File: src/rtl/rv32_dmem_bridge.sv
// Bridges the RV32I core data port onto a pipelined Avalon-MM master: posted
// writes through a small FIFO, stalled reads ordered behind buffered writes.
module rv32_dmem_bridge #(
    parameter logic [31:0] TIMER_BASE_ADDR = 32'hAFFFFFE0,
    parameter int unsigned WBUF_LOG2_DEPTH = 2
) (
    input  logic        clk,
    input  logic        reset,
    input  logic [31:0] daddress,
    input  logic        dwrite,
    input  logic [31:0] dwritedata,
    input  logic [3:0]  dbyteenable,
    input  logic        dread,
    output logic [31:0] dreaddata,
    output logic        dwaitrequest,
    output logic [31:0] m_address,
    output logic        m_write,
    output logic [31:0] m_writedata,
    output logic [3:0]  m_byteenable,
    output logic        m_read,
    input  logic [31:0] m_readdata,
    input  logic        m_readdatavalid,
    input  logic        m_waitrequest,
    output logic        wr_mtime,
    output logic        wr_mtimecmp,
    output logic        wr_mtime_upper,
    output logic [31:0] wr_mtime_val,
    output logic        wbuf_overflow
);
    localparam int unsigned DEPTH = 2 ** WBUF_LOG2_DEPTH;
    localparam int unsigned PW    = WBUF_LOG2_DEPTH;
    localparam int unsigned CW    = WBUF_LOG2_DEPTH + 1;

    localparam logic [1:0] IDLE    = 2'd0;
    localparam logic [1:0] RD_REQ  = 2'd1;
    localparam logic [1:0] RD_DATA = 2'd2;
    localparam logic [1:0] RD_DONE = 2'd3;

    typedef struct packed {
        logic [31:0] addr;
        logic [31:0] data;
        logic [3:0]  be;
    } wbuf_entry_t;

    logic [1:0]    state_q, state_d;
    logic [31:0]   rd_addr_q, rd_addr_d;
    logic [31:0]   dreaddata_q, dreaddata_d;
    wbuf_entry_t   wbuf_q [DEPTH];
    wbuf_entry_t   wbuf_d [DEPTH];
    logic [PW-1:0] wr_ptr_q, wr_ptr_d;
    logic [PW-1:0] rd_ptr_q, rd_ptr_d;
    logic [CW-1:0] count_q, count_d;
    logic          overflow_q, overflow_d;
    logic          wr_mtime_q, wr_mtime_d;
    logic          wr_mtimecmp_q, wr_mtimecmp_d;
    logic          wr_mtime_upper_q, wr_mtime_upper_d;
    logic [31:0]   wr_mtime_val_q, wr_mtime_val_d;

    logic        timer_hit, tmr_wr, push, accept, pop;
    logic        wbuf_empty, wbuf_full, wr_active, rd_done;
    wbuf_entry_t head;

    // Address decode and write-buffer handshake terms
    always_comb begin
        timer_hit  = daddress[31:4] == TIMER_BASE_ADDR[31:4];
        tmr_wr     = dwrite & timer_hit;
        push       = dwrite & ~timer_hit;
        wbuf_empty = count_q == '0;
        wbuf_full  = count_q == CW'(DEPTH);
        wr_active  = (state_q == IDLE) & ~wbuf_empty;
        pop        = wr_active & ~m_waitrequest;
        accept     = push & (~wbuf_full | pop);
        rd_done    = state_q == RD_DONE;
        head       = wbuf_q[rd_ptr_q];
    end

    // Avalon master and core-facing outputs; read cycles own the bus exclusively
    always_comb begin
        m_read       = state_q == RD_REQ;
        m_write      = wr_active;
        m_address    = '0;
        m_writedata  = '0;
        m_byteenable = '0;
        if (state_q == RD_REQ) begin
            m_address    = rd_addr_q;
            m_byteenable = 4'hF;
        end else if (wr_active) begin
            m_address    = head.addr;
            m_writedata  = head.data;
            m_byteenable = head.be;
        end
        dwaitrequest   = dread & ~rd_done;
        dreaddata      = dreaddata_q;
        wbuf_overflow  = overflow_q;
        wr_mtime       = wr_mtime_q;
        wr_mtimecmp    = wr_mtimecmp_q;
        wr_mtime_upper = wr_mtime_upper_q;
        wr_mtime_val   = wr_mtime_val_q;
    end

    // Write FIFO; a push into a full buffer only survives if the head pops this cycle
    always_comb begin
        wbuf_d     = wbuf_q;
        wr_ptr_d   = wr_ptr_q;
        rd_ptr_d   = rd_ptr_q;
        overflow_d = overflow_q;
        if (accept) begin
            wbuf_d[wr_ptr_q] = '{addr: daddress, data: dwritedata, be: dbyteenable};
            wr_ptr_d         = wr_ptr_q + PW'(1);
        end else if (push) begin
            overflow_d = 1'b1;
        end
        if (pop) begin
            rd_ptr_d = rd_ptr_q + PW'(1);
        end
        count_d = count_q + CW'(accept) - CW'(pop);
    end

    // Read FSM; a read may only launch once no write is buffered or arriving
    always_comb begin
        state_d     = state_q;
        rd_addr_d   = rd_addr_q;
        dreaddata_d = dreaddata_q;
        case (state_q)
            IDLE: begin
                if (dread & ~rd_done) begin
                    if (timer_hit) begin
                        state_d     = RD_DONE;
                        dreaddata_d = '0;
                    end else if (wbuf_empty & ~push) begin
                        state_d   = RD_REQ;
                        rd_addr_d = daddress;
                    end
                end
            end
            RD_REQ: begin
                if (~m_waitrequest) begin
                    state_d = RD_DATA;
                end
            end
            RD_DATA: begin
                if (m_readdatavalid) begin
                    state_d     = RD_DONE;
                    dreaddata_d = m_readdata;
                end
            end
            RD_DONE: state_d = IDLE;
            default: state_d = IDLE;
        endcase
    end

    // Timer window writes become one-cycle update strobes
    always_comb begin
        wr_mtime_d       = tmr_wr & ~daddress[3];
        wr_mtimecmp_d    = tmr_wr & daddress[3];
        wr_mtime_upper_d = tmr_wr & daddress[2];
        wr_mtime_val_d   = tmr_wr ? dwritedata : wr_mtime_val_q;
    end

    always_ff @(posedge clk) begin
        if (reset) begin
            state_q          <= IDLE;
            rd_addr_q        <= '0;
            dreaddata_q      <= '0;
            wr_ptr_q         <= '0;
            rd_ptr_q         <= '0;
            count_q          <= '0;
            overflow_q       <= 1'b0;
            wr_mtime_q       <= 1'b0;
            wr_mtimecmp_q    <= 1'b0;
            wr_mtime_upper_q <= 1'b0;
            wr_mtime_val_q   <= '0;
        end else begin
            state_q          <= state_d;
            rd_addr_q        <= rd_addr_d;
            dreaddata_q      <= dreaddata_d;
            wr_ptr_q         <= wr_ptr_d;
            rd_ptr_q         <= rd_ptr_d;
            count_q          <= count_d;
            overflow_q       <= overflow_d;
            wr_mtime_q       <= wr_mtime_d;
            wr_mtimecmp_q    <= wr_mtimecmp_d;
            wr_mtime_upper_q <= wr_mtime_upper_d;
            wr_mtime_val_q   <= wr_mtime_val_d;
        end
    end

    // Buffer payload needs no reset: entries are only visible behind count_q
    always_ff @(posedge clk) begin
        wbuf_q <= wbuf_d;
    end
endmodule

File: config.mk
export PLATFORM = sky130hd
export DESIGN_NAME = rv32_dmem_bridge
export DESIGN_NICKNAME = d
export VERILOG_FILES = /design/src/rtl/rv32_dmem_bridge.sv
export SDC_FILE = /design/constraint.sdc
export NUM_CORES = 1
export LEC_CHECK = 0
export ABC_AREA = 1
export BUFFER_PORTS_ARGS = -buffer_cell sky130_fd_sc_hd__buf_2
export CAP_MARGIN = 20
export CORE_AREA = 2 2 229 231
export DETAILED_ROUTE_END_ITERATION = 12
export DIE_AREA = 0 0 231 233
export GPL_ROUTABILITY_DRIVEN = 1
export PLACE_DENSITY = 0.52
export SYNTH_ARGS = -nofsm -noshare
export SYNTH_HDL_FRONTEND = slang
export SYNTH_SLANG_ARGS = --single-unit
File: constraint.sdc
create_clock -name clk -period 5.7 [get_ports clk]
set_input_delay 0 -clock clk [delete_from_list [all_inputs] [get_ports clk]]
set_output_delay 0 -clock clk [all_outputs]
set_load 0.03 [all_outputs]
# After elaboration in Yosys (flattened, before gate mapping)
# Index checks and enable logic that the tools add are counted.
dict set report word_totals {
  input_bits 106
  regBits 381
  elab_cells 91
  output_inout_bits 139
}
dict set report op_classes {
  add_sub_neg 4
  muxes 22
  n_lt_le_gt_ge 3
  eq_ne 10
  reduce_logical 8
  n_bitwise 21
}
# op count
set op_table {}
lappend op_table {{$bwmux 272} 1}
lappend op_table {{$mux 32} 7}
lappend op_table {{$mux 68} 3}
lappend op_table {{$bmux 68 s2} 1}
lappend op_table {{$demux 68 s2} 1}
lappend op_table {{$pmux 32 s2} 1}
lappend op_table {{$eq 28x28->1 const B} 1}
lappend op_table {{$reduce_and 4->1} 3}
lappend op_table {{$and 1x1->1} 10}
lappend op_table {{$mux 2} 5}
lappend op_table {{$mux 4} 2}
lappend op_table {{$ne 2x2->1 const B} 4}
lappend op_table {{$not 1->1} 8}
lappend op_table {{$pmux 2 s4} 1}
lappend op_table {{$ge 3x3->1 const B} 2}
lappend op_table {{$not 2->3} 2}
lappend op_table {{$add 2x1->2 const B} 2}
lappend op_table {{$eq 2x2->1 const B} 2}
lappend op_table {{$add 3x1->3} 1}
lappend op_table {{$eq 3x3->1 const B} 1}
lappend op_table {{$logic_not 3->1} 1}
lappend op_table {{$lt 3x1->1 const B} 1}
lappend op_table {{$ne 3x2->1 const B} 1}
lappend op_table {{$sub 3x1->3} 1}
lappend op_table {{other kinds (6)} 6}

# Longest topological paths before layout
dict set report depth {
  ltp_word 9
  depth_mapped 16
  mapped_depth_nobuf 16
}

# Worst setup path after synthesis
# No wires, ideal clock.
dict set report synth_path {
  path_type {flip-flop to flip-flop}
  startpoint {reg state_q[0]}
  endpoint {reg wbuf_q[0] (netlist name), enable pin}
  arrival_time_ps 4162
  path_buffers 0
  synth_period_minus_slack_ps 4656
  stages_incl_launch_ff 9
  required_time_ps 5206
  slack_ps 1044
  setup_ps 494
  cell_sequence {dfxtp_1 inv_1 ha_1 nand2_1 nor2_2 inv_1 nand4_1 nand2_2 nor2_1}
}
dict set report synth_between {
  elab_chain_cells 5
}
# item line
set synth_rtl {}
lappend synth_rtl {{from (decl)} 45} ;# logic [1:0] state_q, state_d;
lappend synth_rtl {{from (signal assigned)} 174} ;# state_q <= state_d;
lappend synth_rtl {{$logic_not 2->1} 70} ;# wr_active = (state_q == IDLE) & ~wbuf_empty;
lappend synth_rtl {{$and 1x1->1} 70}
lappend synth_rtl {{$and 1x1->1} 71} ;# pop = wr_active & ~m_waitrequest;
lappend synth_rtl {{via pop} 59} ;# logic timer_hit, tmr_wr, push, accept, pop;
lappend synth_rtl {{$or 1x1->1} 72} ;# accept = push & (~wbuf_full | pop);
lappend synth_rtl {{$and 1x1->1} 72}
lappend synth_rtl {{to (signal assigned)} 190} ;# wbuf_q <= wbuf_d;
lappend synth_rtl {{to (decl)} 48} ;# wbuf_entry_t wbuf_q [DEPTH];
# The timed path passes the listed nets, and every way through them passes these cells.
# A chain may end at the register's enable or synchronous reset.

# Worst setup path after layout
dict set report layout_path {
  startpoint {reg rd_ptr_q[0]}
  endpoint {out m_writedata[22]}
}
dict set report layout_between {
  elab_chain_cells 6
}
# item line
set layout_rtl {}
lappend layout_rtl {{from (decl)} 51} ;# logic [PW-1:0] rd_ptr_q, rd_ptr_d;
lappend layout_rtl {{from (signal assigned)} 178} ;# rd_ptr_q <= rd_ptr_d;
lappend layout_rtl {{$not 2->3 (not written as such)} 74} ;# head = wbuf_q[rd_ptr_q];
lappend layout_rtl {{$bmux 68 s2} 74}
lappend layout_rtl {{$mux 68 (not written as such) (2 in series)} 74}
lappend layout_rtl {{$mux 32} 87} ;# end else if (wr_active) begin
lappend layout_rtl {{$mux 32} 84} ;# if (state_q == RD_REQ) begin
lappend layout_rtl {{to (decl)} 18} ;# output logic [31:0] m_writedata,
# Every way passes these cells. The select of a mux whose other input is x is not followed.

==> summary by stage <==
Drt
The routed wire length per instance is 17.7 um. After the first detailed-routing iteration, the DRC count stood at 794. The total number of vias is 11609.

Summed over all layers, the routed wires come to 43500 um. The number of optimization iterations in the first detailed-route pass is 5. The number of remaining DRC errors is 0.

The average vias per placed instance is 4.72. The final antenna-violating net count is 0.

Floorplanning
The core region is 51100 um2. The I/O pin total is 245. The initial core utilization is 29.7%.

The die boundary height is 233 um. The standard-cell row count is 83. The x dimension of the die is 231 um.

The floorplan step defined a die boundary enclosing 53800 um2.

STA
The final hold violation count was 0. The number of pins exceeding their max-slew limit in the final report is 0. In this run the tightest slew margin relative to its limit is 33.6%. For this run, the top clock speed supported by timing is 283 MHz. The final cycle utilization of the critical path is 61.9%. The worst clock skew is 0.00935 ns. For the final routed database, the setup TNS stands at 0 ns. The pin slew with the least headroom to its limit is 0.996 ns. Setup repair after global routing left no endpoint under its margin.

The final-report setup violation count is 0. After layout, the minimum clock period comes to 3.53 ns.

Synth
In the synthesized netlist the dominant register cell turns out to be sky130_fd_sc_hd__edfxtp_1. The register bit total from synthesis is 381. The leading area contributor after synthesis is sky130_fd_sc_hd__edfxtp_1. The cell area after technology mapping is 15200 um2. The async set-or-reset flop fraction in the synthesized netlist is 0%. The post-synthesis average cell area is 10.8 um2.

Counting flops with a built-in enable in the synthesized netlist gives 272. The warning count from the yosys run is 0. The number of different library cells in the post-synthesis netlist is 33.

The share of the synthesized area in the top cell type is 53.8%. After synthesis, the cell types taking the most area are sky130_fd_sc_hd__edfxtp_1 54%, sky130_fd_sc_hd__dfxtp_1 14%, sky130_fd_sc_hd__nor2_1 6.2%. The post-synthesis net count is 1523.

Synthesis produced a netlist whose cell count is 1405. The post-synthesis sequential area ratio is 68.1%.

Setup path
The buffers plus inverters on the worst setup path is 3. The slack of the worst reg-to-reg path is 2.44 ns. In this design, the stage delay of the slowest critical-path cell is 0.96 ns. Walking the worst path, the cells encountered are inv_4 -> buf_4 -> o21ai_0 -> a21oi_1 -> buf_2. The data required time at the worst endpoint is 5.70 ns. The highest net fanout along the worst path is 91. By startpoint and endpoint, the worst setup path is classified as reg2out. The startpoint type of the worst setup path is a register.

The arrival time at the worst endpoint is 3.53 ns. In this run the critical register-to-register path is captured at wbuf_q[69]. The critical-path cell with the highest stage delay is sky130_fd_sc_hd__dfxtp_4. The endpoint type of the worst setup path is an output pin. The number of cells on the worst reg-to-reg path is 9. The family with the most delay on the worst path is buffers and inverters. The worst flop-to-flop path startpoint is state_q[1].

Flow run
Max-cap violations in this run came to 0.

CTS
The maximum buffer depth of the clock tree is 3. The TritonCTS clock tree is yes. The TritonCTS sink count is 381. The number of buffers created by CTS is 42. The clock reaches the later pin of the worst-skew pair after 0.56 ns. The H-tree was split into 2 levels.

The clock transition at the registers of the reported paths is 0.06 ns. CTS placed an instance of sky130_fd_sc_hd__clkbuf_16 at the clock tree root. Gates resized during post-CTS repair numbered 0.

Global route
The first global-routing pass estimated 66100 um of wire. In the global route stage, met2 resource usage came out at 26.5%. Global routing finished with a remaining overflow of 0.

For this run, global-route usage on met1 was measured as 19.9%. Entering global routing, the biggest net connects 92 pins. The initial antenna violation count was 3. The via count of the first global-routing pass is 11369. After global routing, the most crowded layer is met2. For this run, global-route usage on met3 was measured as 4.01%.

For this run, the total global-route usage over all layers was measured as 15.9%.

Placed design
The placed instances occupy a cell area of 17000 um2. The routability-driven placement congestion ratio is 0.754. The HPWL after detailed placement is 26300 um. The cell count after placement is 2250. The port buffer count is 244.

Power and ir drop
Across the VDD grid, the largest voltage drop is 0.000179 V. Summed over all cells, the static leakage comes to 7.77 nW. For this design the ratio of total power to cell area is 451 nW/um2. The overall power is 8.90 mW.

Run status
The run finished with clean final reports.

Cells and area
For this run, the number of standard cells in the final layout without fillers is 2461. The area added between synthesis and finish is 29.7%. The post-route cell area is 19700 um2.

Cells with a size suffix above 1 make up 19.6% of the layout. The number of nets in the layout is 1863.

Min path
The path class of the tightest hold or removal check is in2reg. The end point of the most critical hold path is state_q[0]. The number of cells traversed by the worst hold path is 7. In this run the most critical hold path is launched from dread.
## per-stage QoR
stage | hold WS [ns] | utilization (%) | setup slack, ns
4_1_cts | 0.0802 | 38.5 | 2.07
3_5_place_dp | 0.227 | 33.3 | 2.32
6_report | 0.0968 | 38.6 | 2.17
3_3_place_gp | 0.223 | 33.3 | 2.42
2_1_floorplan | 0.0724 | - | 1.04
5_1_grt | 0.183 | 38.6 | 1.94
## state kept, by name, indices dropped and copies added, names as in the netlist
| name | cells |
|---|---|
| wbuf_q | 272 |
| dreaddata | 32 |
| rd_addr_q | 32 |
| wr_mtime_val | 32 |
| count_q | 3 |
| rd_ptr_q | 2 |
| state_q | 2 |
| wr_ptr_q | 2 |
| wbuf_overflow | 1 |
| wr_mtime | 1 |
| wr_mtime_upper | 1 |
| wr_mtimecmp | 1 |
## layout by cell type (no fill, tap or decap), types with 3 or more instances in the layout
cell and instances:
sky130_fd_sc_hd__nor2_1 247, sky130_fd_sc_hd__o21ai_1 28, sky130_fd_sc_hd__nor3_1 32, sky130_fd_sc_hd__ha_1 11, sky130_fd_sc_hd__buf_2 244, sky130_fd_sc_hd__clkbuf_16 44
sky130_fd_sc_hd__inv_2 3, sky130_fd_sc_hd__clkbuf_1 12, sky130_fd_sc_hd__nand4_1 4, sky130_fd_sc_hd__nand2_1 202, sky130_fd_sc_hd__a221o_1 4, sky130_fd_sc_hd__edfxtp_1 272
sky130_fd_sc_hd__dfxtp_1 107, sky130_fd_sc_hd__a32o_1 32, sky130_fd_sc_hd__nand3_1 37, sky130_fd_sc_hd__a21oi_1 110, sky130_fd_sc_hd__dlygate4sd3_1 130, sky130_fd_sc_hd__nor2_2 4
sky130_fd_sc_hd__nor2_4 4, sky130_fd_sc_hd__nand2_4 3, sky130_fd_sc_hd__inv_1 61, sky130_fd_sc_hd__clkbuf_8 9, sky130_fd_sc_hd__clkinv_2 8, sky130_fd_sc_hd__buf_12 4
sky130_fd_sc_hd__buf_4 11, sky130_fd_sc_hd__o21ai_0 103, sky130_fd_sc_hd__o22ai_1 32
## metal layers
layer | wire length (um) | vias to the layer above | share of wire, %
li1 | - | 5589 | -
met1 | 18400 | 5596 | 42
met2 | 21000 | 350 | 48
met3 | 2780 | 70 | 6.4
met4 | 1360 | 4 | 3.1
met5 | 28 | - | 0.064
## report_power, final
part	switching, mW	internal (mW)	leakage [nW]	total, mW
sequential	0.138	3.26	3.38	3.40
clock	1.11	1.59	0.687	2.69
combinational	2.03	0.775	3.70	2.81
total	3.28	5.62	7.77	8.90
## how the worst max path moves through the flow
stage,startpoint,end,slack (ns),depth (start not counted)
global placement,state_q[0],wbuf_q[159],2.42,9
finish,rd_ptr_q[0],m_writedata[22],2.17,5
detailed placement,state_q[0],wbuf_q[152],2.32,9
floorplan,state_q[0],wbuf_q[0],1.04,8
global route,rd_ptr_q[0],m_address[25],1.94,6
CTS,rd_ptr_q[0],m_address[25],2.07,6
## final cells by class
type                    instances  area, um2
multi-input cells             865       4190
well taps                     680        851
flip-flops and latches        381      10400
clock buffers                  65       1270
diodes                          2       5.00
inverters                      66        253
clock inverters                13        111
repair buffers                389       2690
fillers                      5004      31400
## cells by family (layout without fill, tap and decap cells)
| family | after synthesis | in the layout | synth area share [%] |
|---|---|---|---|
| AOI/OAI and AO/OA | 313 | 313 | 11.9 |
| xor gates and xnor gates | 1 | 1 | 0.0576 |
| adders and majority gates | 12 | 12 | 1.04 |
| buffers and inverters | 159 | 533 | 4.55 |
| DFF | 381 | 381 | 68.1 |
| other | 0 | 2 | 0 |
| and+or+nand+nor | 539 | 539 | 14.3 |
## what timing repair did
action,4_1_cts,5_1_grt
buffers inserted,0,0
hold endpoints to repair,380,0
hold buffers,130,0
## Yosys cell counts (11+ instances only)
cell / n
sky130_fd_sc_hd__buf_2: 39
sky130_fd_sc_hd__inv_1: 62
sky130_fd_sc_hd__o22ai_1: 32
sky130_fd_sc_hd__o21ai_0: 103
sky130_fd_sc_hd__nor2_1: 251
sky130_fd_sc_hd__nand3_1: 37
sky130_fd_sc_hd__o21ai_1: 28
sky130_fd_sc_hd__a21oi_1: 110
sky130_fd_sc_hd__ha_1: 11
sky130_fd_sc_hd__edfxtp_1: 272
sky130_fd_sc_hd__nand2_1: 203
sky130_fd_sc_hd__dfxtp_1: 109
sky130_fd_sc_hd__a32o_1: 32
sky130_fd_sc_hd__nor3_1: 32
sky130_fd_sc_hd__clkbuf_1: 38
## tightest hold or removal path: stages
cell and delay, ns:
sky130_fd_sc_hd__buf_2 0.10, sky130_fd_sc_hd__inv_1 0.06, sky130_fd_sc_hd__nor2_2 0.06, sky130_fd_sc_hd__nor2_1 0.12, sky130_fd_sc_hd__a211oi_1 0.09, sky130_fd_sc_hd__a21oi_1 0.14
sky130_fd_sc_hd__nor2_1 0.05
Note: power is estimated with default switching activity, not from simulation.
